**src/rtl/mmio_tx_hub.sv**
```systemverilog
// Memory-mapped IO responder for the 0xF region: a sticky halt register plus
// CHANNELS FIFO-buffered byte TX streams. Optional 64-bit cycle counter under MMIO_CYCLE_EN.
module mmio_tx_hub #(
   parameter int          CHANNELS = 2,
   parameter int          DEPTH    = 16,
   parameter logic [3:0]  BASE     = 4'hf
) (
   input  logic                  clk,
   input  logic                  rst,
   input  logic [31:0]           mem_addr,
   input  logic                  mem_oe,
   input  logic [3:0]            mem_we,
   input  logic [31:0]           mem_wdata,
   output logic [31:0]           mmio_rdata,
   output logic                  mmio_ready,
   output logic                  halt,
   output logic [CHANNELS*8-1:0] tx_data,
   output logic [CHANNELS-1:0]   tx_valid,
   input  logic [CHANNELS-1:0]   tx_ready
);

   localparam int PW = (DEPTH > 1) ? $clog2(DEPTH) : 1;
   localparam int CW = PW + 1;
   localparam logic [CW-1:0] DEPTH_C = CW'(DEPTH);

   logic        sel, wr, rd;
   logic [11:0] off;
   logic [31:0] rd_val;

   logic [CHANNELS-1:0]    data_hit, stat_hit, ovf_all;
   logic [CHANNELS*CW-1:0] cnt_n_all;

   assign off = mem_addr[11:0];
   assign sel = mem_oe && (mem_addr[31:28] == BASE);
   assign wr  = sel && (mem_we != 4'b0000);
   assign rd  = sel && (mem_we == 4'b0000);

   logic unused_bits;
   assign unused_bits = ^{mem_addr[27:12], mem_addr[1:0], mem_wdata[31:8]};

   always_ff @(posedge clk) begin
      if (!rst) begin
         halt <= 1'b0;
      end else if (wr && (off[11:2] == 10'd0)) begin
         halt <= 1'b1;
      end
   end

   // Stream handshake: a byte transfers on every clock where tx_valid[c] and
   // tx_ready[c] are both high; tx_data[c] holds the FIFO head and stays put
   // while tx_valid[c]=1 and tx_ready[c]=0.
   for (genvar c = 0; c < CHANNELS; c++) begin : g_ch
      logic [7:0]    mem [DEPTH];
      logic [PW-1:0] wr_ptr, rd_ptr;
      logic [CW-1:0] count_q, count_n;
      logic          valid_q, ovf_q;
      logic          pop, push_req, push_ok;

      assign data_hit[c] = (off[11:3] == 9'(c + 2)) && !off[2];
      assign stat_hit[c] = (off[11:3] == 9'(c + 2)) &&  off[2];

      assign pop      = valid_q && tx_ready[c];
      assign push_req = wr && data_hit[c] && mem_we[0];
      // A full FIFO still takes a byte when the head leaves in the same cycle.
      assign push_ok  = push_req && ((count_q != DEPTH_C) || pop);

      always_comb begin
         count_n = count_q;
         if (push_ok && !pop) begin
            count_n = count_q + 1'b1;
         end else if (!push_ok && pop) begin
            count_n = count_q - 1'b1;
         end
      end

      always_ff @(posedge clk) begin
         if (!rst) begin
            wr_ptr  <= '0;
            rd_ptr  <= '0;
            count_q <= '0;
            valid_q <= 1'b0;
            ovf_q   <= 1'b0;
         end else begin
            if (push_ok) wr_ptr <= wr_ptr + 1'b1;
            if (pop)     rd_ptr <= rd_ptr + 1'b1;
            count_q <= count_n;
            valid_q <= (count_n != '0);
            if (push_req && !push_ok) begin
               ovf_q <= 1'b1;
            end else if (wr && stat_hit[c]) begin
               ovf_q <= 1'b0;
            end
         end
      end

      always_ff @(posedge clk) begin
         if (rst && push_ok) begin
            mem[wr_ptr] <= mem_wdata[7:0];
         end
      end

      assign tx_data[8*c +: 8]        = valid_q ? mem[rd_ptr] : 8'h00;
      assign tx_valid[c]              = valid_q;
      assign ovf_all[c]               = ovf_q;
      assign cnt_n_all[CW*c +: CW]    = count_n;
   end

`ifdef MMIO_CYCLE_EN
   logic [63:0] cyc;
   logic [31:0] cyc_hi;

   // Reading the low word snapshots the high word so the pair is tear-free.
   always_ff @(posedge clk) begin
      if (!rst) begin
         cyc    <= '0;
         cyc_hi <= '0;
      end else begin
         cyc <= cyc + 64'd1;
         if (rd && (off[11:2] == 10'd2)) begin
            cyc_hi <= cyc[63:32];
         end
      end
   end
`endif

   always_comb begin
      rd_val = '0;
      if (off[11:2] == 10'd0) begin
         rd_val = {31'b0, halt};
      end
`ifdef MMIO_CYCLE_EN
      if (off[11:2] == 10'd2) rd_val = cyc[31:0];
      if (off[11:2] == 10'd3) rd_val = cyc_hi;
`endif
      for (int i = 0; i < CHANNELS; i++) begin
         if (data_hit[i]) begin
            rd_val = 32'(DEPTH_C - cnt_n_all[CW*i +: CW]);
         end
         if (stat_hit[i]) begin
            rd_val = {16'(cnt_n_all[CW*i +: CW]), 13'b0, ovf_all[i],
                      (cnt_n_all[CW*i +: CW] == DEPTH_C),
                      (cnt_n_all[CW*i +: CW] == '0)};
         end
      end
   end

   always_ff @(posedge clk) begin
      if (!rst) begin
         mmio_ready <= 1'b0;
         mmio_rdata <= '0;
      end else begin
         mmio_ready <= rd;
         mmio_rdata <= rd ? rd_val : 32'h0;
      end
   end

endmodule

```
**config.mk**
```make
export PLATFORM = sky130hd
export DESIGN_NAME = mmio_tx_hub
export DESIGN_NICKNAME = d
export VERILOG_FILES = /design/src/rtl/mmio_tx_hub.sv
export SDC_FILE = /design/constraint.sdc
export NUM_CORES = 1
export LEC_CHECK = 0
export ABC_AREA = 1
export ABC_CLOCK_PERIOD_IN_PS = 2500
export CORE_MARGIN = 2
export CORE_UTILIZATION = 45
export DETAILED_ROUTE_END_ITERATION = 8
export PLACE_DENSITY_LB_ADDON = 0.25
export SYNTH_ARGS = -nofsm -noshare
export SYNTH_HDL_FRONTEND = slang
export SYNTH_SLANG_ARGS = --single-unit
```
**constraint.sdc**
```tcl
create_clock -name clk -period 2.5 [get_ports clk]
set_clock_uncertainty 0.1 [all_clocks]
set_input_delay 0.25 -clock clk [delete_from_list [all_inputs] [get_ports clk]]
set_output_delay 0.25 -clock clk [all_outputs]
set_load 0.02 [all_outputs]
```
# Yosys cells after proc, flatten, opt, wreduce, memory -nomap -nowiden
# Memories as Yosys holds them, arrays and structs flattened. A register that Yosys moved wholly into a read port is not among the register bits.
# Index checks and enable logic that the tools add are counted.
# W data, S select, Z words.
[word_totals]
in_bits = 73
latchBits = 0
ramBits = 256
mem_count = 2
elab_cells = 102
rom_bits = 0
ff_bits = 64
[mem_list]
columns = ["name", "depth", "word_bits", "read_ports", "rd_ports_with_merged_regs", "write_ports", "line_no", "rtl"]
rows = [
  ["g_ch[0].mem", 16, 8, 1, 1, 1, "53", "logic [7:0] mem [DEPTH];"],
  ["g_ch[1].mem", 16, 8, 1, 1, 1, "53", ""],
]
[classes]
eq_ne = 7
n_div = 0
reduce_logical = 44
mux = 23
shifts = 0
n_bitwise = 2
n_lt_le_gt_ge = 0
n_mul = 0
n_addsub = 10
[op_table]
columns = ["cell", "n"]
rows = [
  ["$mux W32", 3],
  ["$logic_and A1 B1 Y1", 26],
  ["$mux W21", 1],
  ["$mux W5", 4],
  ["$eq A9 B2 Y1 const B", 2],
  ["$add A4 B1 Y4 const B", 4],
  ["$mux W4", 4],
  ["$mux W8", 2],
  ["$sub A5 B5 Y6 const A", 2],
  ["$add A5 B1 Y5 const B", 2],
  ["$eq A5 B5 Y1 const B", 2],
  ["$logic_not A10 Y1", 1],
  ["$logic_not A5 Y1", 2],
  ["$ne A5 B5 Y1 const B", 2],
  ["$reduce_bool A5 Y1", 2],
  ["$sub A5 B1 Y5 const B", 2],
  ["$mux W1", 9],
  ["$logic_not A1 Y1", 5],
  ["$eq A4 B4 Y1 const B", 1],
  ["$logic_not A4 Y1", 1],
  ["$reduce_bool A2 Y1", 2],
  ["$reduce_bool A4 Y1", 1],
  ["$reduce_or A3 Y1", 1],
  ["$logic_or A1 B1 Y1", 2],
  ["2 further kinds", 3],
]

# Depth between registers and ports, before layout
# Gate-level depths: netlist of run 1.
[depth]
word_depth = 15
ltp_mapped = 19

# Worst setup path after synthesis of run 1
# Ideal clock, no wire load.
[synth_timing]
path_kind = "input -> register"
startpoint = "in mem_addr[7]"
endpoint = "reg mmio_rdata[4]"
stages = 15
path_slack_ns = -0.118
t_arrival_ns = 2.448
cell_sequence = "nor2_1 -> nand3_2 -> nor3_4 -> nand3_2 -> nand2_4 -> nand2_1 -> nand2_1 -> nand2_1 -> inv_1 -> ha_1 -> inv_1 -> nor3_1 -> ha_1 -> or2_2 -> a21oi_1"
[synth_via]
elab_chain_len = 13
word_cells_on_any_way = 28
cone_classes = "add/sub (2); eq/ne (2); mux (7); reduce/logical (17)"
[synth_lines]
columns = ["element", "line_no", "rtl"]
rows = [
  ["from (decl)", "10", "input logic [31:0] mem_addr,"],
  ["$eq A9 B2 Y1", "59, 60", ""],
  ["$logic_and A1 B1 Y1", "59", "assign data_hit[c] = (off[11:3] == 9'(c + 2)) && !off[2];"],
  ["$logic_and A1 B1 Y1 (2 in series)", "63", "assign push_req = wr && data_hit[c] && mem_we[0];"],
  ["$logic_and A1 B1 Y1", "65", "assign push_ok = push_req && ((count_q != DEPTH_C) || pop);"],
  ["$logic_not A1 Y1", "71", "end else if (!push_ok && pop) begin"],
  ["$logic_and A1 B1 Y1", "71", ""],
  ["$mux W5", "71", ""],
  ["$mux W5", "69", "if (push_ok && !pop) begin"],
  ["$sub A5 B5 Y6", "137", "rd_val = 32'(DEPTH_C - cnt_n_all[CW*i +: CW]);"],
  ["$mux W32", "136", "if (data_hit[i]) begin"],
  ["$mux W32", "139", "if (stat_hit[i]) begin"],
  ["$mux W32", "136", ""],
  ["to (signal assigned)", "153", "mmio_rdata <= rd ? rd_val : 32'h0;"],
  ["to (decl)", "14", "output logic [31:0] mmio_rdata,"],
]
# Parallel ways exist; a longest one is shown, timed or not.
# A chain may end at the register's enable or synchronous reset.

==> metrics.md, run 1 <==
| Metric | Value |
|---|---|
| I/O Pins | 125 |
| Slew Limit Headroom | 61.1% |
| Minimum clock period | 2.45 ns |
| Dpl hpwl | 20200 um |
| Logic pwr share | 25.5% |
| GP Congestion | 0.857 |
| Sw Share | 28.3% |
| Vias in the first global route | 9118 |
| Chip width | 174 um |
| Critical R2R Capture | mmio_rdata[4] |
| DRT Pass-1 Iters | 6 |
| CTS buffer count | 31 |
| Routed WL per cell | 18.5 um |
| Clk pin slew, worst setup/hold paths | 0.06 ns |
| Port Buf Inserts | 82 |
| Ant. Diodes | 0 |
| Fmax | 408 MHz |
| Most common flop cell mapped by yosys | edfxtp_1 |
| Synth top area cells | edfxtp_1 59%, dfxtp_1 7.9%, nor2_1 6.0%, o21ai_0 5.5%, o221ai_1 3.1% |
| Max IR drop VDD | 635 uV |
| Share of layout cells above drive strength 1 | 23.6% |
| Post-Synthesis Cell Area | 12900 um^2 |
| Critical path arrival | 2.10 ns |
| Crit path to | tx_data[5] |
| Placed insts | 1657 |
| Clock root cell | clkbuf_16 |
| Total track usage | 20.7% |
| Seq cells post-synth | 307 |
| DR iter-0 viols | 637 |
| Reg-to-reg slack, setup | 0.13 ns |
| Die Area | 30100 um^2 |
| Fraction of registers with async set/reset | 0% |
| Initial antenna violation count | 0 |
| Crit path max fanout | 16 |
| Reg power frac | 41.2% |
| Worst r2r src | g_ch[1].count_q[0] |
| Internal | 9930 uW |
| Vias | 9343 |
| First-pass GRT wire length | 49300 um |
| Number of synthesized flops with an enable pin | 256 |
| Post-Synthesis Net Count | 1215 |
| CTS H-tree depth | 1 |
| Max Cap Viol | 0 |
| Residual DRC | 0 |
| Status | finished clean |
| Die Y | 174 um |
| Via-to-Cell Ratio | 5.40 |
| Clk Latency, worst-skew pair | 0.54 ns |
| Setup Viol. Count Final | 0 |
| Starting Density | 45.3% |
| Final period util | 98.1% |
| Final total power | 13900 uW |
| Final-stage net count | 1417 |
| Yosys top cell by area | edfxtp_1 |
| Syn avg cell area | 11.5 um^2 |
| ANT nets after route | 0 |
| Reg2Reg Depth | 13 |
| CP Class | reg2out |
| Worst Tran Pin Value | 0.583 ns |
| Clock share of power | 33.3% |
| Grt total ovfl | 0 |
| Synth unique cells | 41 |
| PD cells | 829 nW/um^2 |
| Max Slew Vio Count | 0 |
| Startpoint types | register |
| Mapped Cells | 1121 |
| Crit. End Element | output pin |
| Largest net degree at the start of global routing | 34 |
| Register area share after synthesis | 67.3% |
| Rows | 62 |
| # clock sinks | 307 |
| Syn. warnings | 0 |
| Leakage | 0.00592 uW |
| Critical Path RT | 2.15 ns |
| Final Hold Vio Count | 0 |
| Sw Pwr | 3920 uW |
| Core area | 28500 um^2 |
| Hold Crit Class | in2reg |
| Routed wire length | 32000 um |
| RSZ-0062 raised after global routing | yes |
| Clk buf depth | 3 |
| CTS tree | done |
| Synth-to-layout area growth | 29.0% |
| Final non-filler cell total | 1731 |
| Yosys top cell area share | 59.4% |
-- worst max-delay path: stages, from the launching register on --
cell and delay (ns):
dfxtp_4 0.42, inv_6 0.07, clkbuf_16 0.17, o21ai_0 0.16, o22ai_1 0.12, o211ai_1 0.31, a21oi_1 0.14, buf_4 0.17
-- state kept, by name (all words and copies together), names as in the netlist, named ones only --
signal / flops
g_ch.count_q: 10
g_ch.valid_q: 2
g_ch.mem: 256
mmio_rdata: 11
g_ch.ovf_q: 2
g_ch.rd_ptr: 8
g_ch.wr_ptr: 8
halt: 1
mmio_ready: 1
-- routing by layer --
metal  track usage [%]  vias up  part of all wire [%]  wire, um
met2              32.4      363                    46     14800
met5                 0        -                     0         0
li1                  -     4451                     -         -
met3              2.85       55                   7.5      2410
met4              6.16        0                   2.4       772
met1              30.3     4474                    44     14000
-- worst min-delay path by stage --
stage                 startpoint                end  slack [ns]  cells after the start
2_1_floorplan       mem_wdata[0]  g_ch[0].mem[0][0]        0.25                      0
3_3_place_gp   g_ch[1].rd_ptr[3]  g_ch[1].rd_ptr[3]        0.32                      1
3_5_place_dp   g_ch[1].rd_ptr[3]  g_ch[1].rd_ptr[3]        0.33                      1
4_1_cts             mem_addr[30]         mmio_ready        0.30                      4
5_1_grt             mem_addr[30]         mmio_ready        0.36                      4
6_report            mem_addr[30]         mmio_ready        0.34                      4
-- placed cells by master, fill, tap and decap left out, types with 8 or more instances in the layout --
master,netlist,layout
a21oi_1,36,29
a21oi_2,1,8
buf_12,0,13
buf_4,23,142
clkbuf_16,0,39
clkdlybuf4s50_1,0,66
clkinv_1,4,9
dfxtp_1,51,45
edfxtp_1,256,256
ha_1,21,17
inv_1,47,39
inv_2,4,9
nand2_1,84,80
nand2_2,8,12
nand3_1,50,46
nand3_2,8,10
nor2_1,207,205
o211ai_1,19,19
o21ai_0,143,131
o21ai_1,4,16
o221ai_1,46,31
o221ai_2,0,15
o22ai_1,18,17
-- kinds of logic after synthesis --
kind of cell / Yosys count / synth area share [%]
AO/OA/AOI/OAI: 270 / 12.4
buffers and inverters: 126 / 4.32
AND/OR/NAND/NOR: 390 / 13.5
adder cells (fa/ha/maj): 21 / 2.03
XOR/XNOR: 7 / 0.474
flip-flops: 307 / 67.3
-- synth_stat cells (2+ instances only) --
master,number
o221ai_1,46
nand3_2,8
nor3_4,2
nor3_1,4
nand3_1,50
clkinv_1,4
clkbuf_1,46
xor2_1,6
buf_1,2
nor4_1,2
nand2_2,8
buf_4,23
inv_1,47
o21ai_0,143
o22ai_1,18
dfxtp_1,51
a21oi_1,36
inv_2,4
edfxtp_1,256
ha_1,21
nor2_1,207
nor2_2,7
o21ai_1,4
nand2_1,84
nand4_1,4
o211ai_1,19
or2_2,2
nand2_4,3
nand3b_1,2
-- power groups by stage --
stage	Sequential, uW	Clock (uW)	Combinational [uW]
floorplan	5790	0	1600
global placement	5790	0	3060
detailed placement	5790	0	3070
CTS	5700	4680	3140
global route	5710	4890	3840
finish	5710	4610	3540
-- stage by stage --
step	setup slack [ns]	util (%)	setup TNS (ns)	hold slack [ns]	instance area, um^2
finish	0.0470	58.5	0	0.343	16700
CTS	-0.0254	57.1	-0.0254	0.302	16300
floorplan	0.00613	-	0	0.249	13000
global placement	-0.437	53.0	-39.43	0.325	15100
global route	-0.0354	58.5	-0.110	0.357	16700
detailed placement	-0.517	53.0	-51.31	0.335	15100
-- final cells by class --
cell class | instances | area (um^2)
tap | 384 | 480
fill | 2355 | 11800
clock buffer | 41 | 907
inverter | 55 | 221
timing repair buffer | 240 | 2270
clock inverter | 16 | 130
sequential | 307 | 8730
multi-input combinational | 688 | 3970
-- what timing repair did --
action	in CTS	in global routing
cloned	1	5
setup endpoints to repair	18	38
gates resized for setup	102	67
setup buffers	3	8
hold buffers	0	0
pin swaps	22	48
Note: power is estimated with default switching activity, not from simulation.
==> inputs of run 2 (changes only) <==
--- a/config.mk
+++ b/config.mk
@@ -8,7 +8,7 @@
 export ABC_AREA = 1
 export ABC_CLOCK_PERIOD_IN_PS = 2500
 export CORE_MARGIN = 2
-export CORE_UTILIZATION = 45
+export CORE_UTILIZATION = 25
 export DETAILED_ROUTE_END_ITERATION = 8
 export PLACE_DENSITY_LB_ADDON = 0.25
 export SYNTH_ARGS = -nofsm -noshare
==> run 2 against run 1 <==
Against the previous run:
- flip-flop and latch count unchanged
- critical path depth unchanged
- clock power up 6.1%
==> metrics.md, run 2 (same netlist as run 1, synthesis figures left out) <==
| Metric | Value |
|---|---|
| Minimum clock period | 2.45 ns (-0.00477 ns) |
| RSZ-0062 raised after global routing | yes |
| Core area | 51300 um^2 (+80%) |
| Worst r2r src | g_ch[1].count_q[1] |
| Clock root cell | clkbuf_16 |
| Port Buf Inserts | 82 (unchanged) |
| Biggest regs | g_ch.mem x256, mmio_rdata x11, g_ch.count_q x10 |
| Fmax | 408 MHz (+0.19%) |
| Starting Density | 25.2% (-20 points) |
| Clk pin slew, worst setup/hold paths | 0.06 ns (about the same) |
| Rows | 83 (+34%) |
| Final period util | 97.9% (-0.19 points) |
| Final Hold Vio Count | 0 (unchanged) |
| Crit. End Element | output pin |
| Chip width | 232 um (+33%) |
| Max Cap Viol | 0 (unchanged) |
| Final-stage net count | 1437 (+1.4%) |
| PD cells | 818 nW/um^2 (-1.4%) |
| First-pass GRT wire length | 53700 um (+8.9%) |
| Critical Path RT | 2.15 ns (about the same) |
| Dpl hpwl | 22500 um (+11%) |
| Share of layout cells above drive strength 1 | 25.8% (+2.2 points) |
| Vias | 9248 (-1.0%) |
| Die Area | 53600 um^2 (+78%) |
| Routed WL per cell | 17.2 um (-7.1%) |
| I/O Pins | 125 (unchanged) |
| Worst Tran Pin Value | 0.585 ns (+0.00230 ns) |
| Residual DRC | 0 (unchanged) |
| Hold Startpoint | g_ch[1].ovf_q |
| Slew Limit Headroom | 60.9% (-0.15 points) |
| Clk Latency, worst-skew pair | 0.51 ns (-0.03 ns) |
| Crit path max fanout | 18 (+2) |
| # clock sinks | 307 (unchanged) |
| Total track usage | 12.9% (-7.8 points) |
| Status | finished clean |
| Clk buf depth | 3 (unchanged) |
| CP Class | reg2out |
| Commonest non-fill, non-tap cell in the layout | edfxtp_1 |
| DRT Pass-1 Iters | 4 (-2) |
| Largest net degree at the start of global routing | 36 (+5.9%) |
| Reg-to-reg slack, setup | 0.12 ns (about the same) |
| Initial antenna violation count | 1 (+1) |
| Setup TNS Final | 0 ns (unchanged) |
| Max Slew Vio Count | 0 (unchanged) |
| CTS buffer count | 34 (+9.7%) |
| Via-to-Cell Ratio | 4.52 (-16%) |
| Hold WS | 0.357 ns (+0.0140 ns) |
| Most frequent cells in the layout | 256 x edfxtp_1, 201 x nor2_1, 160 x buf_4 |
| Vias in the first global route | 9382 (+2.9%) |
| Leakage | 0.00605 uW (+2.2%) |
| Routed wire length | 35200 um (+9.8%) |
| Die Y | 232 um (+33%) |
| Grt total ovfl | 0 (unchanged) |
| Max IR drop VDD | 490 uV (-23%) |
| DR iter-0 viols | 602 (-5.5%) |
| GP Congestion | 0.826 (-3.7%) |
| CTS H-tree depth | 2 (+1) |
| Reg with most FFs | g_ch.mem |
| CTS tree | done |
| Critical path arrival | 2.10 ns (about the same) |
| Synth-to-layout area growth | 33.2% |
| Hold Crit Class | reg2reg |
| Ant. Diodes | 0 (unchanged) |
| Setup Viol. Count Final | 0 (unchanged) |
| Startpoint types | register |
| ANT nets after route | 0 (unchanged) |
| Hold Buf Count CTS | 0 (unchanged) |
| Largest register FFs | 256 (unchanged) |
## run 2: what timing repair did
action	CTS	global route
resized for setup	105	85
setup endpoints to repair	19	102
endpoints found under the hold margin	0	0
pin swaps	17	49
buffers inserted	4	14
gates cloned	3	2
## run 2: metrics by stage
stage | instance area (um^2) | instances | worst slack (ns) | total power (uW) | utilization (%)
after floorplan | 13000 | 1121 | 0.00613 | 7380 | -
after global placement | 15500 | 1964 | -0.454 | 8910 | 30.3
after detailed placement | 15500 | 1964 | -0.562 | 8890 | 30.3
after CTS | 16900 | 2031 | -0.0672 | 13900 | 32.9
after global routing | 17300 | 2047 | -0.0399 | 14700 | 33.6
final | 17300 | 2047 | 0.0518 | 14100 | 33.6
## run 2: report_power, final
group | leakage, uW | internal (uW) | switching (uW) | total, uW
combinational | 0.00280 | 1550 | 1950 | 3500
clock | 0.000530 | 2920 | 1970 | 4890
sequential | 0.00272 | 5630 | 92.2 | 5720
total | 0.00605 | 10100 | 4010 | 14100
## run 2: critical path, stage by stage (launching register included)
cell and delay (ns):
dfxtp_4 0.39, buf_12 0.17, buf_12 0.14, o21ai_4 0.11, o22ai_2 0.08, o211ai_1 0.35
a21oi_1 0.15, buf_4 0.18
## run 2: final cells by class
class	count	area (um^2)
Fill cell	5106	34100
Timing Repair Buffer	257	2360
Inverter	55	221
Multi-Input combinational cell	688	4000
Tap cell	680	851
Clock inverter	16	129
Sequential cell	307	8720
Clock buffer	44	962
## run 2: routing by layer
layer | share of wire, % | track usage (%) | vias to the layer above | wire, um
met5 | 0 | 0 | - | 0
met4 | 2.5 | 3.87 | 0 | 886
met3 | 3.4 | 2.03 | 56 | 1210
met2 | 49 | 22.0 | 174 | 17200
met1 | 45 | 16.9 | 4540 | 15900
li1 | - | - | 4478 | -
## run 2: final timing paths
| check | to | cells after the start |
|---|---|---|
| max | tx_data[12] | 7 |
| max reg2reg | mmio_rdata[4] | 15 |
| min | mmio_rdata[2] | 2 |
| min reg2reg | mmio_rdata[2] | 2 |
